==> src/rtl/rgb2raw_pkg.sv <==
// Shared types and constants for the Bayer mosaic encoder.
// Pattern codes and FSM state encodings.
package rgb2raw_pkg;

  localparam logic [1:0] PAT_RGGB = 2'd0;
  localparam logic [1:0] PAT_GRBG = 2'd1;
  localparam logic [1:0] PAT_GBRG = 2'd2;
  localparam logic [1:0] PAT_BGGR = 2'd3;

  typedef enum logic [1:0] {
    WAIT_SYNC = 2'd0,
    VBLANK    = 2'd1,
    ACTIVE    = 2'd2
  } state_t;

endpackage

==> src/rtl/rgb2raw_if.sv <==
// VGA-timed stream bundle: RGB in, raw Bayer out.
// master drives the RGB side, slave is the encoder.
interface rgb2raw_if #(
  parameter int DW = 8
) ();

  logic          i_vga_vsync;
  logic          i_vga_hsync;
  logic          i_vga_de;
  logic [DW-1:0] i_vga_r;
  logic [DW-1:0] i_vga_g;
  logic [DW-1:0] i_vga_b;
  logic          o_vga_vsync;
  logic          o_vga_hsync;
  logic          o_vga_de;
  logic [DW-1:0] raw_data;

  modport master (
    output i_vga_vsync, i_vga_hsync, i_vga_de,
    output i_vga_r, i_vga_g, i_vga_b,
    input  o_vga_vsync, o_vga_hsync, o_vga_de,
    input  raw_data
  );

  modport slave (
    input  i_vga_vsync, i_vga_hsync, i_vga_de,
    input  i_vga_r, i_vga_g, i_vga_b,
    output o_vga_vsync, o_vga_hsync, o_vga_de,
    output raw_data
  );

endinterface

==> src/rtl/rgb2raw_line_chk.sv <==
// Row/column counters, frame-start detect and
// per-frame line-length consistency check.
module raw_line_chk #(
  parameter int CNT_W = 16
) (
  input  logic             sclk,
  input  logic             s_rst,
  input  logic             vsync,
  input  logic             de,
  input  logic             active,
  output logic             frame_start,
  output logic             row_par,
  output logic             col_par,
  output logic [CNT_W-1:0] line_len,
  output logic [CNT_W-1:0] frame_lines,
  output logic             line_err
);

  localparam logic [CNT_W-1:0] CNT_MAX = '1;

  logic             vs_q;
  logic             de_q;
  logic             de_fall;
  logic             first_done;
  logic [CNT_W-1:0] row_cnt;
  logic [CNT_W-1:0] col_cnt;
  logic [CNT_W-1:0] ref_len;

  assign frame_start = vsync & ~vs_q;
  assign de_fall     = ~de & de_q;
  assign row_par     = row_cnt[0];
  assign col_par     = col_cnt[0];

  // previous vsync/de for edge detection
  always_ff @(posedge sclk) begin
    if (s_rst) begin
      vs_q <= 1'b0;
      de_q <= 1'b0;
    end else begin
      vs_q <= vsync;
      de_q <= de;
    end
  end

  // pixel column, saturating, cleared outside de
  always_ff @(posedge sclk) begin
    if (s_rst) begin
      col_cnt <= '0;
    end else if (!de) begin
      col_cnt <= '0;
    end else if (col_cnt != CNT_MAX) begin
      col_cnt <= col_cnt + 1'b1;
    end
  end

  // line index, saturating, held at 0 during vsync
  always_ff @(posedge sclk) begin
    if (s_rst) begin
      row_cnt <= '0;
    end else if (vsync) begin
      row_cnt <= '0;
    end else if (de_fall && row_cnt != CNT_MAX) begin
      row_cnt <= row_cnt + 1'b1;
    end
  end

  // frame stats; frame start wins over a same-cycle line end
  always_ff @(posedge sclk) begin
    if (s_rst) begin
      ref_len     <= '0;
      first_done  <= 1'b0;
      line_len    <= '0;
      frame_lines <= '0;
      line_err    <= 1'b0;
    end else if (frame_start) begin
      if (active) begin
        frame_lines <= row_cnt;
        line_len    <= ref_len;
      end
      line_err   <= 1'b0;
      first_done <= 1'b0;
    end else if (de_fall) begin
      if (!first_done) begin
        ref_len    <= col_cnt;
        first_done <= 1'b1;
      end else if (col_cnt != ref_len) begin
        line_err <= 1'b1;
      end
    end
  end

endmodule

==> src/rtl/rgb2raw.sv <==
// Bayer mosaic encoder: RGB VGA stream to 8-bit raw,
// one-cycle latency, partial frames after reset suppressed.
module rgb2raw
  import rgb2raw_pkg::*;
#(
  parameter int DW    = 8,
  parameter int CNT_W = 16
) (
  input  logic             sclk,
  input  logic             s_rst,
  rgb2raw_if.slave         vga,
  input  logic [1:0]       cfg_pattern,
  output logic [CNT_W-1:0] o_line_len,
  output logic [CNT_W-1:0] o_frame_lines,
  output logic             o_line_err
);

  state_t        state;
  state_t        state_nx;
  logic [1:0]    pat_q;
  logic [1:0]    pat_use;
  logic          frame_start;
  logic          row_par;
  logic          col_par;
  logic          py;
  logic          px;
  logic          emit;
  logic [DW-1:0] pix;

  raw_line_chk #(
    .CNT_W (CNT_W)
  ) u_chk (
    .sclk        (sclk),
    .s_rst       (s_rst),
    .vsync       (vga.i_vga_vsync),
    .de          (vga.i_vga_de),
    .active      (state == ACTIVE),
    .frame_start (frame_start),
    .row_par     (row_par),
    .col_par     (col_par),
    .line_len    (o_line_len),
    .frame_lines (o_frame_lines),
    .line_err    (o_line_err)
  );

  // state register
  always_ff @(posedge sclk) begin
    if (s_rst) state <= WAIT_SYNC;
    else       state <= state_nx;
  end

  // frame tracking: only emit once a full frame has begun
  always_comb begin
    state_nx = state;
    unique case (state)
      WAIT_SYNC: if (vga.i_vga_vsync)  state_nx = VBLANK;
      VBLANK:    if (!vga.i_vga_vsync) state_nx = ACTIVE;
      ACTIVE:    if (vga.i_vga_vsync)  state_nx = VBLANK;
      default:   state_nx = WAIT_SYNC;
    endcase
  end

  // pattern is frozen for the whole frame
  always_ff @(posedge sclk) begin
    if (s_rst)            pat_q <= 2'd0;
    else if (frame_start) pat_q <= cfg_pattern;
  end

  assign pat_use = frame_start ? cfg_pattern : pat_q;
  assign py      = (row_par & ~vga.i_vga_vsync) ^ pat_use[1];
  assign px      = col_par ^ pat_use[0];
  assign emit    = vga.i_vga_de && (state != WAIT_SYNC);

  // colour select by Bayer phase
  always_comb begin
    pix = vga.i_vga_g;
    unique case (1'b1)
      (!py && !px): pix = vga.i_vga_r;
      (py && px):   pix = vga.i_vga_b;
      default:      pix = vga.i_vga_g;
    endcase
  end

  // one-cycle output pipeline
  always_ff @(posedge sclk) begin
    if (s_rst) begin
      vga.o_vga_vsync <= 1'b0;
      vga.o_vga_hsync <= 1'b0;
      vga.o_vga_de    <= 1'b0;
      vga.raw_data    <= '0;
    end else begin
      vga.o_vga_vsync <= vga.i_vga_vsync;
      vga.o_vga_hsync <= vga.i_vga_hsync;
      vga.o_vga_de    <= emit;
      vga.raw_data    <= emit ? pix : '0;
    end
  end

endmodule

==> src/flat_wrapper.sv <==
// flat-port wrapper written by rule: the top's interface ports become plain ports
module rgb2raw_flat import rgb2raw_pkg::*;
#(
  parameter int DW    = 8,
  parameter int CNT_W = 16
)
  (sclk, s_rst, cfg_pattern, o_line_len, o_frame_lines, o_line_err, vga_i_vga_vsync, vga_i_vga_hsync, vga_i_vga_de, vga_i_vga_r, vga_i_vga_g, vga_i_vga_b, vga_o_vga_vsync, vga_o_vga_hsync, vga_o_vga_de, vga_raw_data);
  rgb2raw_if #(.DW(DW)) vga_i ();
  input  logic sclk;
  input  logic s_rst;
  input  logic [1:0] cfg_pattern;
  output logic [CNT_W-1:0] o_line_len;
  output logic [CNT_W-1:0] o_frame_lines;
  output logic o_line_err;
  input wire logic [$bits(vga_i.i_vga_vsync)-1:0] vga_i_vga_vsync;
  input wire logic [$bits(vga_i.i_vga_hsync)-1:0] vga_i_vga_hsync;
  input wire logic [$bits(vga_i.i_vga_de)-1:0] vga_i_vga_de;
  input wire logic [$bits(vga_i.i_vga_r)-1:0] vga_i_vga_r;
  input wire logic [$bits(vga_i.i_vga_g)-1:0] vga_i_vga_g;
  input wire logic [$bits(vga_i.i_vga_b)-1:0] vga_i_vga_b;
  output wire logic [$bits(vga_i.o_vga_vsync)-1:0] vga_o_vga_vsync;
  output wire logic [$bits(vga_i.o_vga_hsync)-1:0] vga_o_vga_hsync;
  output wire logic [$bits(vga_i.o_vga_de)-1:0] vga_o_vga_de;
  output wire logic [$bits(vga_i.raw_data)-1:0] vga_raw_data;
  assign vga_i.i_vga_vsync = vga_i_vga_vsync;
  assign vga_i.i_vga_hsync = vga_i_vga_hsync;
  assign vga_i.i_vga_de = vga_i_vga_de;
  assign vga_i.i_vga_r = vga_i_vga_r;
  assign vga_i.i_vga_g = vga_i_vga_g;
  assign vga_i.i_vga_b = vga_i_vga_b;
  assign vga_o_vga_vsync = vga_i.o_vga_vsync;
  assign vga_o_vga_hsync = vga_i.o_vga_hsync;
  assign vga_o_vga_de = vga_i.o_vga_de;
  assign vga_raw_data = vga_i.raw_data;
  rgb2raw #(.DW(DW), .CNT_W(CNT_W)) u_core (.sclk(sclk), .s_rst(s_rst), .vga(vga_i), .cfg_pattern(cfg_pattern), .o_line_len(o_line_len), .o_frame_lines(o_frame_lines), .o_line_err(o_line_err));
endmodule
==> config.mk <==
export PLATFORM = sky130hd
export DESIGN_NAME = rgb2raw_flat
export DESIGN_NICKNAME = d
export VERILOG_FILES = /design/src/rtl/rgb2raw_pkg.sv /design/src/rtl/rgb2raw_if.sv /design/src/rtl/rgb2raw_line_chk.sv /design/src/rtl/rgb2raw.sv /design/src/flat_wrapper.sv
export SDC_FILE = /design/constraint.sdc
export NUM_CORES = 1
export LEC_CHECK = 0
export BUFFER_PORTS_ARGS = -buffer_cell sky130_fd_sc_hd__buf_2
export CORE_ASPECT_RATIO = 1.1
export CORE_MARGIN = 5
export CORE_UTILIZATION = 54
export CTS_CLUSTER_SIZE = 14
export DETAILED_ROUTE_END_ITERATION = 10
export GPL_TIMING_DRIVEN = 0
export PLACE_DENSITY = 0.89
export SYNTH_ARGS = -nofsm -noshare
export SYNTH_HDL_FRONTEND = slang
export SYNTH_HIERARCHICAL = 1
export SYNTH_SLANG_ARGS = --single-unit
==> constraint.sdc <==
create_clock -name sclk -period 2.8 [get_ports sclk]
set_clock_uncertainty 0.15 [all_clocks]
set_input_delay 0.42 -clock sclk [delete_from_list [all_inputs] [get_ports sclk]]
set_output_delay 0.42 -clock sclk [all_outputs]
set_load 0.01 [all_outputs]
==> results of run 1 <==
[worst max-delay path, cell delays in order, from the launching register on]
cell       delay (ps)
dfxtp_1           310
and2b_1           360
mux2i_1           390
xnor2_1           120
ha_1              440
buf_6             210
a221oi_2           60
a2111oi_2         230
[cells in the mapped netlist (4+ instances only)]
cell / n / area (um^2)
nand2b_1: 7 / 43.8
mux2i_1: 6 / 60.1
and2_1: 4 / 25.0
inv_1: 12 / 45.0
nand4_1: 12 / 75.1
a2111oi_2: 8 / 120
ha_1: 4 / 50.1
nor2_1: 13 / 48.8
or3_1: 6 / 37.5
nand2_1: 119 / 447
nand3_1: 13 / 65.1
a2111o_1: 5 / 56.3
clkbuf_1: 18 / 67.6
nor2b_1: 5 / 31.3
a21oi_1: 62 / 310
o21ai_0: 4 / 20.0
xnor2_1: 19 / 166
nor3_1: 7 / 35.0
a221oi_1: 6 / 52.6
buf_2: 7 / 35.0
a31oi_1: 5 / 31.3
buf_4: 4 / 30.0
o21ai_1: 14 / 70.1
dfxtp_1: 99 / 1980
and4_1: 6 / 52.6
a21oi_2: 4 / 35.0
[layer usage]
metal | vias up | track usage (%)
met5 | - | 0
met1 | 1970 | 23.9
met4 | 0 | 11.3
li1 | 1984 | -
met3 | 36 | 4.56
met2 | 158 | 38.5
[flip-flops by register name, indices dropped and copies added (netlist names), 2 cells and up]
signal                    count
u_core/pat_q                  2
u_core/state                  2
u_core/u_chk/col_cnt         16
u_core/u_chk/frame_lines     16
u_core/u_chk/line_len        16
u_core/u_chk/ref_len         16
u_core/u_chk/row_cnt         16
u_core/vga.raw_data           8
[cell families after synthesis]
kind of cell / Yosys count / synth area share (%)
muxes: 7 / 1.65
AOI/OAI and AO/OA: 125 / 19.4
adders and majority gates: 4 / 1.12
DFF: 99 / 44.2
buffers and inverters: 48 / 5.13
xor gates and xnor gates: 22 / 4.30
and+or+nand+nor: 214 / 24.2
[power groups by stage]
stage / Sequential [mW] / Combinational, mW / Clock [mW]
after floorplan: 1.46 / 0.145 / 0
after global placement: 1.46 / 0.205 / 0
after detailed placement: 1.46 / 0.216 / 0
after CTS: 1.43 / 0.217 / 1.00
after global routing: 1.43 / 0.237 / 1.07
final: 1.43 / 0.218 / 0.987
[cells in the final DEF, fill, tap and decap left out, types with 5 or more instances in the layout]
| cell | instances |
|---|---|
| clkbuf_1 | 18 |
| o21ai_1 | 14 |
| nand2b_1 | 7 |
| or3_1 | 6 |
| nand4_1 | 12 |
| dfxtp_1 | 99 |
| a31oi_1 | 5 |
| inv_1 | 12 |
| mux2i_1 | 6 |
| nand2_1 | 119 |
| a2111o_1 | 5 |
| nor3_1 | 7 |
| nor2b_1 | 5 |
| a2111oi_2 | 8 |
| buf_2 | 81 |
| xnor2_1 | 19 |
| a221oi_1 | 6 |
| clkbuf_8 | 12 |
| and4_1 | 6 |
| nor2_1 | 13 |
| nand3_1 | 13 |
| a21oi_1 | 62 |
[worst max path at each step]
| stage | cells past startpoint | from | end | slack (ps) |
|---|---|---|---|---|
| after floorplan | 6 | vga_i_vga_vsync | u_core/vga.raw_data[3] | 600 |
| after global placement | 7 | vga_i_vga_vsync | u_core/vga.raw_data[3] | 290 |
| after detailed placement | 7 | vga_i_vga_vsync | u_core/vga.raw_data[3] | 190 |
| after CTS | 6 | u_core/u_chk/vs_q | u_core/vga.raw_data[3] | 420 |
| after global routing | 7 | u_core/u_chk/vs_q | u_core/vga.raw_data[0] | 290 |
| final | 7 | u_core/u_chk/vs_q | u_core/vga.raw_data[0] | 420 |
[per-stage QoR]
stage                     area, um^2  hold slack (ps)  power (mW)  setup WS (ps)  cells
after detailed placement        4990              296        1.68            189    701
final                           5210              135        2.64            424    717
after global placement          4990              290        1.67            285    701
after floorplan                 4490              308        1.61            597    519
after global routing            5210              132        2.74            286    717
after CTS                       5210              126        2.65            416    717
[area by class of cell]
| class | instances | area [um^2] | share of cell area, % |
|---|---|---|---|
| clock inverter | 4 | 56.3 | 1.08 |
| inverter | 13 | 48.8 | 0.936 |
| sequential | 99 | 1980 | 38.0 |
| buffer | 35 | 181 | 3.48 |
| clock buffer | 12 | 165 | 3.17 |
| timing repair buffer | 74 | 370 | 7.11 |
| multi-input combinational | 372 | 2270 | 43.6 |
| tap | 108 | 135 | 2.59 |
==> impl_metrics.tcl, run 1 <==
set metrics [dict create \
    clkTransAtPathRegs_ps 100 \
    worstPathMaxFanout 10 \
    hold_depth 2 \
    drive_gt1_share_pct 21.8 \
    fmax_mhz 421 \
    grt_pass1_vias 4178 \
    track_usage_pct 21.5 \
    wl_met1_um 4400 \
    status "finished clean" \
    endpoint_kind "flip-flop" \
    hold_viol_final 0 \
    gp_congestion 0.866 \
    top_layer "met4" \
    min_period_ps 2380 \
    start_kind "flip-flop" \
    die-area_mm2 0.0102 \
    setup_violations 0 \
    synth-main-ff-cell "dfxtp_1" \
    die_y_um 106 \
    io_buffers 74 \
    routed_wl_um 11000 \
    core_area_mm2 0.00800 \
    met2_length_um 5750 \
    drc 0 \
    syn-num-nets 554 \
    cts_buffers 9 \
    synth_cell_types 59 \
    clock_latency_ps 350 \
    antenna_cells 0 \
    switching_share_pct 24.2 \
    worstSetupPathType "reg2reg" \
    antenna_found_initial 0 \
    cts_max_level 3 \
    postCtsHoldBufs 0 \
    slew_headroom_pct 59.3 \
    synthArstFlopShare_pct 0 \
    leakage_nw 1.97 \
    synth_edf_count 0 \
    timing.rr.end "u_core/vga.raw_data[0]" \
    grt-ovfl-total 0 \
    cts.sinks 99 \
    reg2reg_depth 7 \
    nets 639 \
    dr_wl_met3_um 536 \
    fin_tns_setup_ps 0 \
    worstMarginPinSlew_ps 611 \
    crit_arrival_ps 2470 \
    drt_pass1_iterations 5 \
    min_from "vga_i_vga_hsync" \
    p_sw_uw 638 \
    clk_root_buffer_cell "clkbuf_8" \
    dieWidth_um 96.9 \
    r2r_start "u_core/u_chk/vs_q" \
    seqPwrFrac_pct 54.3 \
    grt_start_max_net_pins 17 \
    slew_viol_final 0 \
    drtIter0Drc 144 \
    post_cts.resized_instances 0 \
    cts_tree "built" \
    viasPerCell 5.79 \
    post-route-period-util_pct 84.9 \
    fin_util_pct 65.2 \
    max-cap-violations 0 \
    power.density_mw_per_mm2 506 \
    cp.required_ps 2900 \
    p_int_mw 2.00 \
    num-fill-cells 676 \
    num_vias 4148 \
    ys_warn_count 6 \
    netlist_instances 519 \
    rsz0062_at_grt "false" \
    post_cts_buffers 0 \
    wl_per_cell_um 15.4 \
    postRouteAntennaNets 0 \
    clockBufferDepth 2 \
    pwr-share-clk_pct 37.5 \
    syn_area_per_cell_um2 8.64 \
    min_to "u_core/vga.o_vga_hsync" \
    synth_seq_cells 99 \
    num_io_pins 75 \
    regToRegSetupSlack_ps 420 \
    areaGrowthSynthToFinish_pct 16.2 \
    rows 34 \
    syn_area_mm2 0.00449 \
    irDropWorstVdd_mv 0.348 \
    initial_core_util_pct 56.1 \
    hp-class "in2reg" \
    seq_area_frac_synth_pct 44.2 \
    p_comb_share_pct 8.3 \
    dp_hpwl_um 8050 \
    grt_pass1_wl_um 18600 \
]
(Power assumes the default switching activity.)
==> run 2, diff against run 1 <==
CORE_UTILIZATION = 51   (was 54)
PLACE_DENSITY = 0.88   (was 0.89)
clock period = 2 ns   (was 2.8 ns; I/O delays follow)
==> run 2 against run 1 <==
The run now ends with setup timing left. Largest power group unchanged. Maximum frequency up 9.2%. Sequential power is 41% higher. Clock power grew 20%. Hold slack got worse by 110 ps. Critical endpoint is now u_core/vga.raw_data[7]. Clock-buffer cell count rose by 1. Design area up 7.0%.
==> impl_metrics.tcl, run 2 (same netlist as run 1, synthesis figures left out) <==
set metrics [dict create \
    status "finished with violations" \
    violations "setup timing" \
    max-cap-violations 0 \
    worstPathMaxFanout 5 \
    slew_headroom_pct 59.3 \
    irDropWorstVdd_mv 0.579 \
    num_vias 4238 \
    grt_pass1_vias 4161 \
    antenna_found_initial 0 \
    grt_start_max_net_pins 16 \
    cts_max_level 3 \
    die_y_um 108 \
    clockBufferDepth 2 \
    setup_violations 8 \
    cp.required_ps 2090 \
    clock_latency_ps 370 \
    worstMarginPinSlew_ps 611 \
    min_period_ps 2180 \
    num_io_pins 75 \
    leakage_nw 2.07 \
    areaGrowthSynthToFinish_pct 24.4 \
    final_common_cell "nand2_1" \
    die-area_mm2 0.0108 \
    grt-ovfl-total 0 \
    io_buffers 74 \
    crit_arrival_ps 2270 \
    final_cell_mix "119 x nand2_1, 97 x dfxtp_1, 79 x buf_2, 62 x a21oi_1, 17 x xnor2_1" \
    hold_depth 2 \
    p_total_mw 3.74 \
    antenna_cells 0 \
    postRouteAntennaNets 0 \
    cts.sinks 99 \
    viasPerCell 5.77 \
    drt_pass1_iterations 5 \
    worstSetupPathType "reg2reg" \
    post-route-period-util_pct 109 \
    core_area_mm2 0.00874 \
    rows 36 \
    place_ws_ps -390 \
    clk_root_buffer_cell "clkbuf_8" \
    wl_per_cell_um 16.4 \
    grt_pass1_wl_um 18700 \
    hp-class "in2reg" \
    fmax_mhz 460 \
    routed_wl_um 12100 \
    start_kind "flip-flop" \
    drc 0 \
    dp_hpwl_um 8110 \
    dieWidth_um 99.4 \
    cts_tree "built" \
    drtIter0Drc 260 \
    setup_slack_ps -175 \
    nets 651 \
    track_usage_pct 21.3 \
    cts_buffers 9 \
    slew_viol_final 0 \
    rsz0062_at_grt "true" \
    gp_congestion 0.907 \
    clkTransAtPathRegs_ps 90 \
    num-fill-cells 689 \
    drive_gt1_share_pct 26.4 \
    reg2reg_depth 9 \
    endpoint_kind "flip-flop" \
    fin_util_pct 63.8 \
    initial_core_util_pct 51.3 \
    power.density_mw_per_mm2 670 \
    hold_viol_final 0 \
]
## run 2: changes by cell type in the layout (fill, tap and decap cells not counted), moves of 4 or more
cell and change:
a2111oi_2 -4, a2111oi_4 +4, a221oi_1 -5, a221oi_4 +5
buf_4 +8, clkbuf_2 +4
## run 2: per-stage QoR
stage	std cells	hold slack [ps]	setup TNS, ps	instance area, um^2
floorplan	519	222	-75.1	4510
global placement	707	290	-2650	5020
detailed placement	707	298	-3640	5020
CTS	730	20.5	-599	5420
global route	735	17.0	-1710	5580
finish	735	30.1	-1240	5580
## run 2: where the power goes
group / total (mW) / switching (mW) / internal (mW)
clock: 1.18 / 0.688 / 0.491
combinational: 0.556 / 0.285 / 0.271
sequential: 2.01 / 0.0162 / 1.99
total: 3.74 / 0.988 / 2.75
## run 2: what timing repair did
action	4_1_cts	5_1_grt
hold buffers	1	0
resized for setup	23	24
endpoints found under the setup margin	17	61
cloned	1	0
pin swaps	5	6
setup buffers	6	7
endpoints found under the hold margin	1	0
## run 2: layout make-up
class,count,area [um^2],area share [%]
multi-input combinational,372,2500,44.7
sequential,99,1980,35.6
timing repair buffer,89,542,9.71
buffer,32,193,3.45
clock buffer,13,149,2.67
tap,114,143,2.56
inverter,13,48.8,0.875
clock inverter,3,23.8,0.426
## run 2: worst paths after layout
check	startpoint	to	slack [ps]
hold / removal	s_rst	u_core/state[1]	30
hold reg to reg	u_core/u_chk/line_len[12]	u_core/u_chk/line_len[12]	310
setup / recovery	u_core/u_chk/vs_q	u_core/vga.raw_data[7]	-180
setup reg to reg	u_core/u_chk/vs_q	u_core/vga.raw_data[7]	-180
## run 2: layer usage
| layer | track usage, % | up-vias | wire length [um] |
|---|---|---|---|
| li1 | - | 2015 | - |
| met3 | 5.29 | 39 | 683 |
| met1 | 23.5 | 2019 | 4680 |
| met4 | 10.6 | 0 | 330 |
| met2 | 38.1 | 165 | 6380 |
| met5 | 0 | - | 0 |
## run 2: worst max-delay path, cell delays in order (launching register included)
cell	delay (ps)
dfxtp_1	310
and2b_4	300
mux2i_4	270
buf_6	130
xnor2_2	70
ha_2	200
buf_8	130
buf_12	130
a221oi_2	280
a2111oi_2	60
